File: config.mk
export PLATFORM = sky130hd
export DESIGN_NAME = conv_frame_encoder
export DESIGN_NICKNAME = d
export VERILOG_FILES = /design/src/rtl/viterbi_pkg.sv /design/src/rtl/conv_enc_core.sv /design/src/rtl/conv_frame_encoder.sv
export SDC_FILE = /design/constraint.sdc
export NUM_CORES = 1
export LEC_CHECK = 0
export CORE_ASPECT_RATIO = 0.9
export CORE_MARGIN = 4
export CORE_UTILIZATION = 35
export DETAILED_ROUTE_END_ITERATION = 6
export PLACE_DENSITY = 0.49
export SLEW_MARGIN = 15
export SYNTH_ARGS = -nofsm -noshare
export SYNTH_HDL_FRONTEND = slang
export SYNTH_SLANG_ARGS = --single-unit
File: constraint.sdc
create_clock -name clk -period 2 [get_ports clk]
set_input_delay 0.3 -clock clk [delete_from_list [all_inputs] [get_ports clk]]
set_output_delay 0.3 -clock clk [all_outputs]
set_load 0.1 [all_outputs]
File: src/rtl/viterbi_pkg.sv
// Shared constants for the rate-1/2, K=4 convolutional code
// used by the frame encoder and the Viterbi decoder.
package viterbi_pkg;

  localparam int K        = 4;
  localparam int TAIL_LEN = K - 1;

  localparam logic [K-1:0] G0 = 4'b1111;
  localparam logic [K-1:0] G1 = 4'b1101;

  typedef enum logic [1:0] {
    IDLE,
    DATA,
    TAIL,
    GAP
  } enc_state_t;

  function automatic logic gen_parity(
    input logic [K-1:0] g,
    input logic [K-1:0] taps
  );
    return ^(g & taps);
  endfunction

endpackage

File: src/rtl/conv_enc_core.sv
// Encoder shift register and generator XORs; the symbol is
// combinational from the incoming bit and the current register.
module conv_enc_core
  import viterbi_pkg::*;
(
  input  logic       clk,
  input  logic       rst,
  input  logic       shift,
  input  logic       bit_in,
  input  logic       clear,
  output logic [1:0] sym
);

  logic [K-2:0] sr;
  logic [K-1:0] taps;

  assign taps = {bit_in, sr[0], sr[1], sr[2]};

  assign sym = {gen_parity(G0, taps),
                gen_parity(G1, taps)};

  always_ff @(posedge clk or posedge rst) begin
    if (rst) begin
      sr <= '0;
    end else if (clear) begin
      sr <= '0;
    end else if (shift) begin
      sr <= {sr[K-3:0], bit_in};
    end
  end

endmodule

File: src/rtl/conv_frame_encoder.sv
// Frames a serial bit stream into data + zero tail + idle gap.
// Define CONV_ENC_ERR_INJECT_EN to add the err_mask port.
module conv_frame_encoder
  import viterbi_pkg::*;
#(
  parameter int FRAME_LEN = 1024,
  parameter int GAP_LEN   = 4
) (
  input  logic       clk,
  input  logic       rst,
  input  logic       in_bit,
  input  logic       in_valid,
  output logic       in_ready,
  output logic [1:0] d_out,
  output logic       out_valid,
  output logic       frame_done,
  output logic       underrun,
  output logic       busy
`ifdef CONV_ENC_ERR_INJECT_EN
  ,
  input  logic [1:0] err_mask
`endif
);

  localparam int CW = $clog2(FRAME_LEN + 1);
  localparam int TW = $clog2(TAIL_LEN);
  localparam int GW = (GAP_LEN > 1) ? $clog2(GAP_LEN) : 1;

  localparam logic [CW-1:0] BIT_LAST  = CW'(FRAME_LEN - 1);
  localparam logic [TW-1:0] TAIL_LAST = TW'(TAIL_LEN - 1);
  localparam logic [GW-1:0] GAP_LAST  =
    GW'((GAP_LEN > 0) ? GAP_LEN - 1 : 0);

  enc_state_t    state_q, state_d;
  logic [CW-1:0] bit_cnt_q, bit_cnt_d;
  logic [TW-1:0] tail_cnt_q, tail_cnt_d;
  logic [GW-1:0] gap_cnt_q, gap_cnt_d;

  logic       shift;
  logic       enc_bit;
  logic       clear;
  logic [1:0] sym;
  logic [1:0] d_out_d;
  logic       frame_done_d;
  logic       underrun_d;

  conv_enc_core u_core (
    .clk    (clk),
    .rst    (rst),
    .shift  (shift),
    .bit_in (enc_bit),
    .clear  (clear),
    .sym    (sym)
  );

  always_comb begin
    state_d      = state_q;
    bit_cnt_d    = bit_cnt_q;
    tail_cnt_d   = tail_cnt_q;
    gap_cnt_d    = gap_cnt_q;
    in_ready     = 1'b0;
    shift        = 1'b0;
    enc_bit      = 1'b0;
    clear        = 1'b0;
    frame_done_d = 1'b0;
    underrun_d   = underrun;
    unique case (state_q)
      IDLE: begin
        in_ready = 1'b1;
        if (in_valid) begin
          shift      = 1'b1;
          enc_bit    = in_bit;
          underrun_d = 1'b0;
          bit_cnt_d  = CW'(1);
          tail_cnt_d = '0;
          state_d    = (FRAME_LEN == 1) ? TAIL : DATA;
        end
      end
      DATA: begin
        // A missing bit still occupies its slot so the
        // decoder's frame timing never slips.
        in_ready  = 1'b1;
        shift     = 1'b1;
        enc_bit   = in_valid & in_bit;
        bit_cnt_d = bit_cnt_q + CW'(1);
        if (!in_valid) begin
          underrun_d = 1'b1;
        end
        if (bit_cnt_q == BIT_LAST) begin
          state_d = TAIL;
        end
      end
      TAIL: begin
        shift      = 1'b1;
        tail_cnt_d = tail_cnt_q + TW'(1);
        if (tail_cnt_q == TAIL_LAST) begin
          frame_done_d = 1'b1;
          gap_cnt_d    = '0;
          state_d      = (GAP_LEN == 0) ? IDLE : GAP;
        end
      end
      GAP: begin
        clear     = 1'b1;
        gap_cnt_d = gap_cnt_q + GW'(1);
        if (gap_cnt_q == GAP_LAST) begin
          state_d = IDLE;
        end
      end
      default: begin
        state_d = IDLE;
      end
    endcase
  end

`ifdef CONV_ENC_ERR_INJECT_EN
  assign d_out_d = shift ? (sym ^ err_mask) : 2'b00;
`else
  assign d_out_d = shift ? sym : 2'b00;
`endif

  assign busy = (state_q != IDLE);

  always_ff @(posedge clk or posedge rst) begin
    if (rst) begin
      state_q    <= IDLE;
      bit_cnt_q  <= '0;
      tail_cnt_q <= '0;
      gap_cnt_q  <= '0;
      d_out      <= 2'b00;
      out_valid  <= 1'b0;
      frame_done <= 1'b0;
      underrun   <= 1'b0;
    end else begin
      state_q    <= state_d;
      bit_cnt_q  <= bit_cnt_d;
      tail_cnt_q <= tail_cnt_d;
      gap_cnt_q  <= gap_cnt_d;
      d_out      <= d_out_d;
      out_valid  <= shift;
      frame_done <= frame_done_d;
      underrun   <= underrun_d;
    end
  end

endmodule

==> impl_metrics.csv, run 1 <==
group,metric,value,unit
routing,wl_met3,104,um
sta,min_period,1.905,ns
sta,setup_viol,0,
sta,hold_viol_final,0,
cts,path_clk_slew,0.09,ns
routing,vias_per_cell,5.141,
critical_path,cp.arrival,1.61,ns
power_and_ir_drop,p_per_area,598.5,nW/um^2
power_and_ir_drop,internal-power,679.5,uW
power_and_ir_drop,swShare,0.2635,
logic_synthesis,synth_top_area_frac,0.4831,
critical_path,cpMaxStageDelayCell,"dfrtp_1",
die,dieArea,4738,sq um
critical_path,setup.worst_path.start,"state_q[0]$_DFFE_PP0P_",
power_and_ir_drop,ir_worst_vdd,0.3284,mV
critical_path,cp-start-kind,"flip-flop",
routing,wire_per_inst,12.96,um
layout,drive_gt1_frac,0.1701,
power_and_ir_drop,p_clk_frac,0.326,
hold_path,hold_class,"input pin to async pin",
sta,report.final.slew_viol_count,0,
logic_synthesis,netlist_area,1295,sq um
grt,grt_max_degree,26,
cts,cts_buffer_depth,2,
placed_design,dp_hpwl,1852,um
critical_path,reg2reg_slack,0.28,ns
logic_synthesis,yosysSeqAreaShare,0.4831,
power_and_ir_drop,combPwrFrac,0.111,
layout,fin_util,0.4432,
logic_synthesis,synth_fp_nets,142,
routing,drtAntennaViolNets,0,
routing,wl_met2,1115,um
sta,fin_crit_sh,0.9526,
logic_synthesis,synthDistinctLibCells,30,
sta,grt_setup_unrepaired,"no",
critical_path,timing.rr.start,"state_q[0]$_DFFE_PP0P_",
cts,cts_tree,"done",
cts,cts_inserted_buffers,3,
layout,antenna_cells,0,
grt,overflow,0,
logic_synthesis,yosysWarnings,0,
logic_synthesis,synth_area_leaders,"dfrtp_1 (48%), ha_1 (7.7%), mux2i_1 (3.9%), o21ai_0 (3.9%), nor2_1 (3.8%)",
power_and_ir_drop,sequentialPowerShare,0.563,
routing,drc_errors,0,
critical_path,r2r_cells,6,
logic_synthesis,synth_top_flop_cell,"dfrtp_1",
sta,clock.fmax,0.5249,GHz
logic_synthesis,synth_top_cell_by_area,"dfrtp_1",
sta,relSlewSlack,0.7145,
logic_synthesis,syn_area_per_cell,9.961,sq um
die,ios,11,
routing,drt-total-wl,2475,um
grt,antenna_found_initial,0,
die,chipWidth,72.12,um
die,die_height,65.71,um
layout,layout_common_cells,"dfrtp_1 (25), nor2_1 (13), nand2_1 (12)",
grt,globalRouteTotalUtil,0.1205,
cts,h-tree-depth,1,
critical_path,rr_endpoint,"bit_cnt_q[10]$_DFFE_PP0P_",
layout,area_delta_synth_final,19.03,%
flow_run,drv_cap,0,
cts,cts-root-buf,"clkbuf_8",
critical_path,critPathMaxFanout,6,
grt,first_global_vias,983,
cts,cts.sinks,25,
logic_synthesis,synthArstFlopShare,1.000,
critical_path,cpPeakStageDelay,0.43,ns
logic_synthesis,synth_edf_count,0,
power_and_ir_drop,switchingPower,243.1,uW
die,core-area,3478,sq um
routing,drt-initial-drc-count,73,
critical_path,critPathKind,"flip-flop to output pin",
placed_design,io_buffers,10,
critical_path,endpoint_kind,"output pin",
critical_path,path_cells,"ha_2, buf_4, or2_2, buf_12",
logic_synthesis,syn_inst,130,
sta,skew,0.004121,ns
routing,m1WireLength,1208,um
power_and_ir_drop,p_leak,0.0006748,uW
logic_synthesis,synth-seq-cells,25,
layout,mostFrequentLayoutCell,"dfrtp_1",
routing,vias,982,
die,rows,20,
sta,worst_slew_pin_slew,0.4283,ns
grt,grt_first_pass_wirelength,4443,um
cts,insertion_delay,0.27,ns
layout,fin_nets,160,
routing,first_pass_iters,4,
placed_design,gp_congestion,0.7634,
outcome,status,"complete, no violations",
die,initial_core_util,0.3723,
sta,setup-tns-final,0,ns
critical_path,cp.required,1.70,ns
sta,hold_slack,0.3750,ns
routing,top_layer_used,"met4",
-- power by group through the flow --
stage | Sequential [uW] | Combinational [uW] | Clock, uW
after global routing | 521 | 109 | 338
after floorplan | 583 | 22.8 | 0
after CTS | 519 | 104 | 318
final | 519 | 102 | 301
after global placement | 529 | 104 | 0
after detailed placement | 530 | 104 | 0
-- state kept, by name (all words and copies together), names as in the netlist --
name	flops
out_valid	1
gap_cnt_q	2
state_q	2
tail_cnt_q	2
underrun	1
bit_cnt_q	11
u_core.sr	3
frame_done	1
d_out	2
-- cells by family (layout without fill, tap and decap cells) --
logic type | Yosys count | count (layout) | synth area share
AND/OR/NAND/NOR | 47 | 47 | 0.1720
flip-flops | 25 | 25 | 0.4831
AO/OA/AOI/OAI | 23 | 23 | 0.1150
buffers and inverters | 11 | 28 | 0.03575
XOR/XNOR | 9 | 9 | 0.06087
adder cells (fa/ha/maj) | 8 | 8 | 0.07730
multiplexers | 7 | 7 | 0.05604
-- per-stage QoR --
stage | cell area (sq um) | std cells | total power (uW) | worst slack (ns)
finish | 1541 | 191 | 922.6 | 0.09476
floorplan | 1295 | 130 | 605.9 | 0.1425
global placement | 1479 | 186 | 633.0 | 0.1344
CTS | 1533 | 191 | 941.9 | 0.03343
global route | 1541 | 191 | 967.7 | 0.03532
detailed placement | 1479 | 186 | 633.5 | 0.1201
-- synth_stat cells, types with 2 or more instances --
library cell and count:
nand4_1 4, inv_1 8, nand3_1 5, xnor2_1 5, nand2_1 12, xor2_1 4
nor3_1 3, a21oi_1 5, o211ai_1 2, nor4_1 2, ha_1 8, nand2b_1 2
nor2_1 13, dfrtp_1 25, mux2_2 2, mux2i_1 5, or3_1 3, o21ai_0 10
-- worst max path at each step --
| stage | to | cells past startpoint |
|---|---|---|
| 5_1_grt | in_ready | 4 |
| 3_5_place_dp | bit_cnt_q[5]$_DFFE_PP0P_ | 6 |
| 6_report | in_ready | 4 |
| 4_1_cts | in_ready | 4 |
| 3_3_place_gp | bit_cnt_q[7]$_DFFE_PP0P_ | 5 |
| 2_1_floorplan | tail_cnt_q[0]$_DFFE_PP0P_ | 7 |
-- critical path: cells and delay by family, from the launching register on --
family | cells | cell delay [ns]
DFF | 1 | 0.43
and+or+nand+nor | 1 | 0.33
buffers and inverters | 2 | 0.34
adders and majority gates | 1 | 0.24
-- per-layer routing --
metal	vias up	global-route usage
met1	469	0.1491
met5	-	0
met4	0	0.04225
met3	4	0.04128
li1	490	-
met2	19	0.1943
-- final cells by class --
type / count / area, sq um
timing repair buffer: 16 / 152.6
tap: 44 / 55.05
multi-input combinational: 94 / 631.9
clock buffer: 3 / 41.29
clock inverter: 1 / 5.005
sequential: 25 / 625.6
fill: 331 / 1937
inverter: 8 / 30.03
-- repair_timing --
| action | 4_1_cts | 5_1_grt |
|---|---|---|
| hold buffers | 0 | 0 |
| gates resized for setup | 0 | 3 |
| buffers inserted | 1 | 0 |
| setup endpoints to repair | 1 | 4 |
(Power assumes the default switching activity.)
==> run 2, diff against run 1 <==
--- a/config.mk
+++ b/config.mk
@@ -5,11 +5,13 @@
 export SDC_FILE = /design/constraint.sdc
 export NUM_CORES = 1
 export LEC_CHECK = 0
+export ABC_AREA = 1
 export CORE_ASPECT_RATIO = 0.9
 export CORE_MARGIN = 4
 export CORE_UTILIZATION = 35
 export DETAILED_ROUTE_END_ITERATION = 6
-export PLACE_DENSITY = 0.49
+export GPL_ROUTABILITY_DRIVEN = 0
+export PLACE_DENSITY = 0.48
 export SLEW_MARGIN = 15
 export SYNTH_ARGS = -nofsm -noshare
 export SYNTH_HDL_FRONTEND = slang
==> run 2 against run 1 <==
Sequential cell count unchanged. Worst setup slack improved by 0.061 ns. Sequential share of layout area fell by 2.2 points. Maximum frequency rose by 3.3%. Total power rose to 2.9 times the previous value. Synthesized cell count is 32% higher. Critical endpoint unchanged. Die area up 7.1%. Critical path depth up 1. Combinational power rose to 16 times the previous value. Clock power fell by 1%.
==> impl_metrics.csv, run 2 <==
group,metric,value,unit
outcome,status,"complete, no violations",
layout,mostFrequentLayoutCell,"nand2_1",
die,initial_core_util,0.3697,
layout,area_delta_synth_final,16.64,%
critical_path,critPathMaxFanout,6,
critical_path,cp.required,1.70,ns
sta,setup_viol,0,
logic_synthesis,synthArstFlopShare,1.000,
cts,cts_setup_buffers,0,
power_and_ir_drop,swShare,0.5159,
power_and_ir_drop,p_per_area,1625,nW/um^2
logic_synthesis,synth.most_common_cell,"nand2_1",
hold_path,hold_class,"input pin to async pin",
cts,cts.sinks,25,
grt,antenna_found_initial,0,
layout,fin_util,0.4312,
critical_path,endpoint_kind,"output pin",
sta,grt_setup_unrepaired,"no",
layout,top_register,"bit_cnt_q",
placed_design,dpl_cell_area,1587,sq um
logic_synthesis,synth_edf_count,0,
logic_synthesis,netlist_area,1399,sq um
routing,first_pass_iters,4,
logic_synthesis,synth_top_area_frac,0.4472,
logic_synthesis,synth_top_flop_cell,"dfrtp_1",
cts,cts-root-buf,"clkbuf_8",
logic_synthesis,yosysWarnings,0,
routing,vias,1128,
routing,wire_per_inst,12.00,um
power_and_ir_drop,combPwrFrac,0.605,
logic_synthesis,synth_common_cells,"nand2_1 (36), inv_1 (26), dfrtp_1 (25)",
sta,report.final.slew_viol_count,0,
grt,first_global_vias,1086,
layout,fin_nets,201,
power_and_ir_drop,internal-power,1283,uW
power_and_ir_drop,sequentialPowerShare,0.283,
layout,drive_gt1_frac,0.1383,
grt,overflow,0,
power_and_ir_drop,p_leak,0.0008151,uW
grt,globalRouteTotalUtil,0.1273,
logic_synthesis,synth_top_cell_by_area,"dfrtp_1",
logic_synthesis,synth_area_leaders,"dfrtp_1 (45%), nand2_1 (9.7%), ha_1 (7.2%), inv_1 (7.0%), o21ai_0 (4.7%)",
placed_design,dp_hpwl,2185,um
cts,insertion_delay,0.26,ns
power_and_ir_drop,p_clk_frac,0.112,
layout,layout_common_cells,"nand2_1 (36), inv_1 (26), dfrtp_1 (25)",
sta,skew,0.002187,ns
critical_path,cp-start-kind,"flip-flop",
critical_path,critPathKind,"flip-flop to output pin",
routing,drtAntennaViolNets,0,
sta,min_period,1.844,ns
sta,worst_slew_pin_slew,0.4058,ns
sta,setup-tns-final,0,ns
sta,relSlewSlack,0.7266,
cts,cts_buffer_depth,2,
cts,cts_inserted_buffers,3,
layout,reg_top3,"bit_cnt_q x11, u_core.sr x3",
routing,vias_per_cell,4.821,
flow_run,drv_cap,0,
cts,h-tree-depth,1,
sta,hold_viol_final,0,
die,core-area,3784,sq um
cts,cts_hold_buf,0,
die,rows,21,
layout,multiInputGateArea,669.4,sq um
routing,drt-total-wl,2809,um
logic_synthesis,yosysSeqAreaShare,0.4472,
die,chipWidth,74.64,um
grt,grt_first_pass_wirelength,4961,um
die,dieArea,5074,sq um
logic_synthesis,synth_fp_nets,184,
die,ios,11,
layout,antenna_cells,0,
logic_synthesis,syn_area_per_cell,8.133,sq um
logic_synthesis,synth-seq-cells,25,
critical_path,rr_endpoint,"bit_cnt_q[8]$_DFFE_PP0P_",
die,die_height,67.98,um
routing,drt-initial-drc-count,22,
critical_path,cp.arrival,1.54,ns
power_and_ir_drop,ir_worst_vdd,1.159,mV
logic_synthesis,synthDistinctLibCells,26,
cts,cts.repair.resized,0,
layout,largest_reg_flops,11,
critical_path,timing.rr.start,"state_q[0]$_DFFE_PP0P_",
placed_design,io_buffers,10,
sta,hold_slack,0.3878,ns
critical_path,reg2reg_slack,0.34,ns
power_and_ir_drop,switchingPower,1368,uW
cts,cts_tree,"done",
sta,setup_ws,0.1556,ns
sta,clock.fmax,0.5422,GHz
placed_design,place_ws,0.3100,ns
critical_path,r2r_cells,7,
layout,final-seq-area,625.6,sq um
cts,path_clk_slew,0.08,ns
layout,nFillCells,385,
layout,final_area,1632,sq um
sta,fin_crit_sh,0.9222,
logic_synthesis,syn_inst,172,
routing,drc_errors,0,
grt,grt_max_degree,26,
==> run 2: final cells by class <==
cell class	instances	share of cell area
inverter	29	0.06825
clock buffer	4	0.02761
sequential	25	0.3834
tap	46	0.03528
multi-input combinational	118	0.4103
timing repair buffer	12	0.07515
==> run 2: cells by family (layout without fill, tap and decap cells) <==
family                     after synthesis  count (layout)  synth area share
adders and majority gates                8               8           0.07156
and+or+nand+nor                         79              79            0.2639
xor gates and xnor gates                 2               2           0.01252
buffers and inverters                   29              45           0.07781
AOI/OAI and AO/OA                       29              29            0.1270
DFF                                     25              25            0.4472
==> run 2: worst max path at each step <==
stage / from / endpoint / slack, ns / depth (start not counted)
floorplan: state_q[0]$_DFFE_PP0P_ / d_out[0]$_DFF_PP0_ / 0.14 / 8
global placement: in_valid / bit_cnt_q[10]$_DFFE_PP0P_ / 0.34 / 8
detailed placement: in_valid / bit_cnt_q[6]$_DFFE_PP0P_ / 0.31 / 9
CTS: state_q[0]$_DFFE_PP0P_ / in_ready / 0.15 / 5
global route: state_q[0]$_DFFE_PP0P_ / in_ready / 0.07 / 5
finish: state_q[0]$_DFFE_PP0P_ / in_ready / 0.16 / 5
==> run 2: layer usage <==
layer	GRT usage	share of wire	up-vias
met3	0.03084	0.037	2
met1	0.1656	0.51	526
met2	0.2149	0.45	14
li1	-	-	586
met4	0.02667	0.0061	0
met5	0	0	-
==> run 2: metrics by stage <==
step / total power, uW / cells
global placement: 2367 / 230
detailed placement: 2372 / 230
floorplan: 1955 / 172
finish: 2652 / 234
global route: 2865 / 234
CTS: 2680 / 234
==> run 2: power groups by stage <==
| stage | sequential, uW | clock, uW | combinational (uW) |
|---|---|---|---|
| after global placement | 759 | 0 | 1610 |
| after floorplan | 969 | 0 | 986 |
| after CTS | 751 | 313 | 1620 |
| after global routing | 771 | 328 | 1770 |
| after detailed placement | 761 | 0 | 1610 |
| final | 751 | 297 | 1600 |
==> run 2: worst max-delay path, stage by stage, from the launching register on <==
cell     delay, ns
dfrtp_1       0.44
inv_1         0.11
ha_1          0.34
inv_4         0.09
nand2_4       0.12
buf_12        0.18
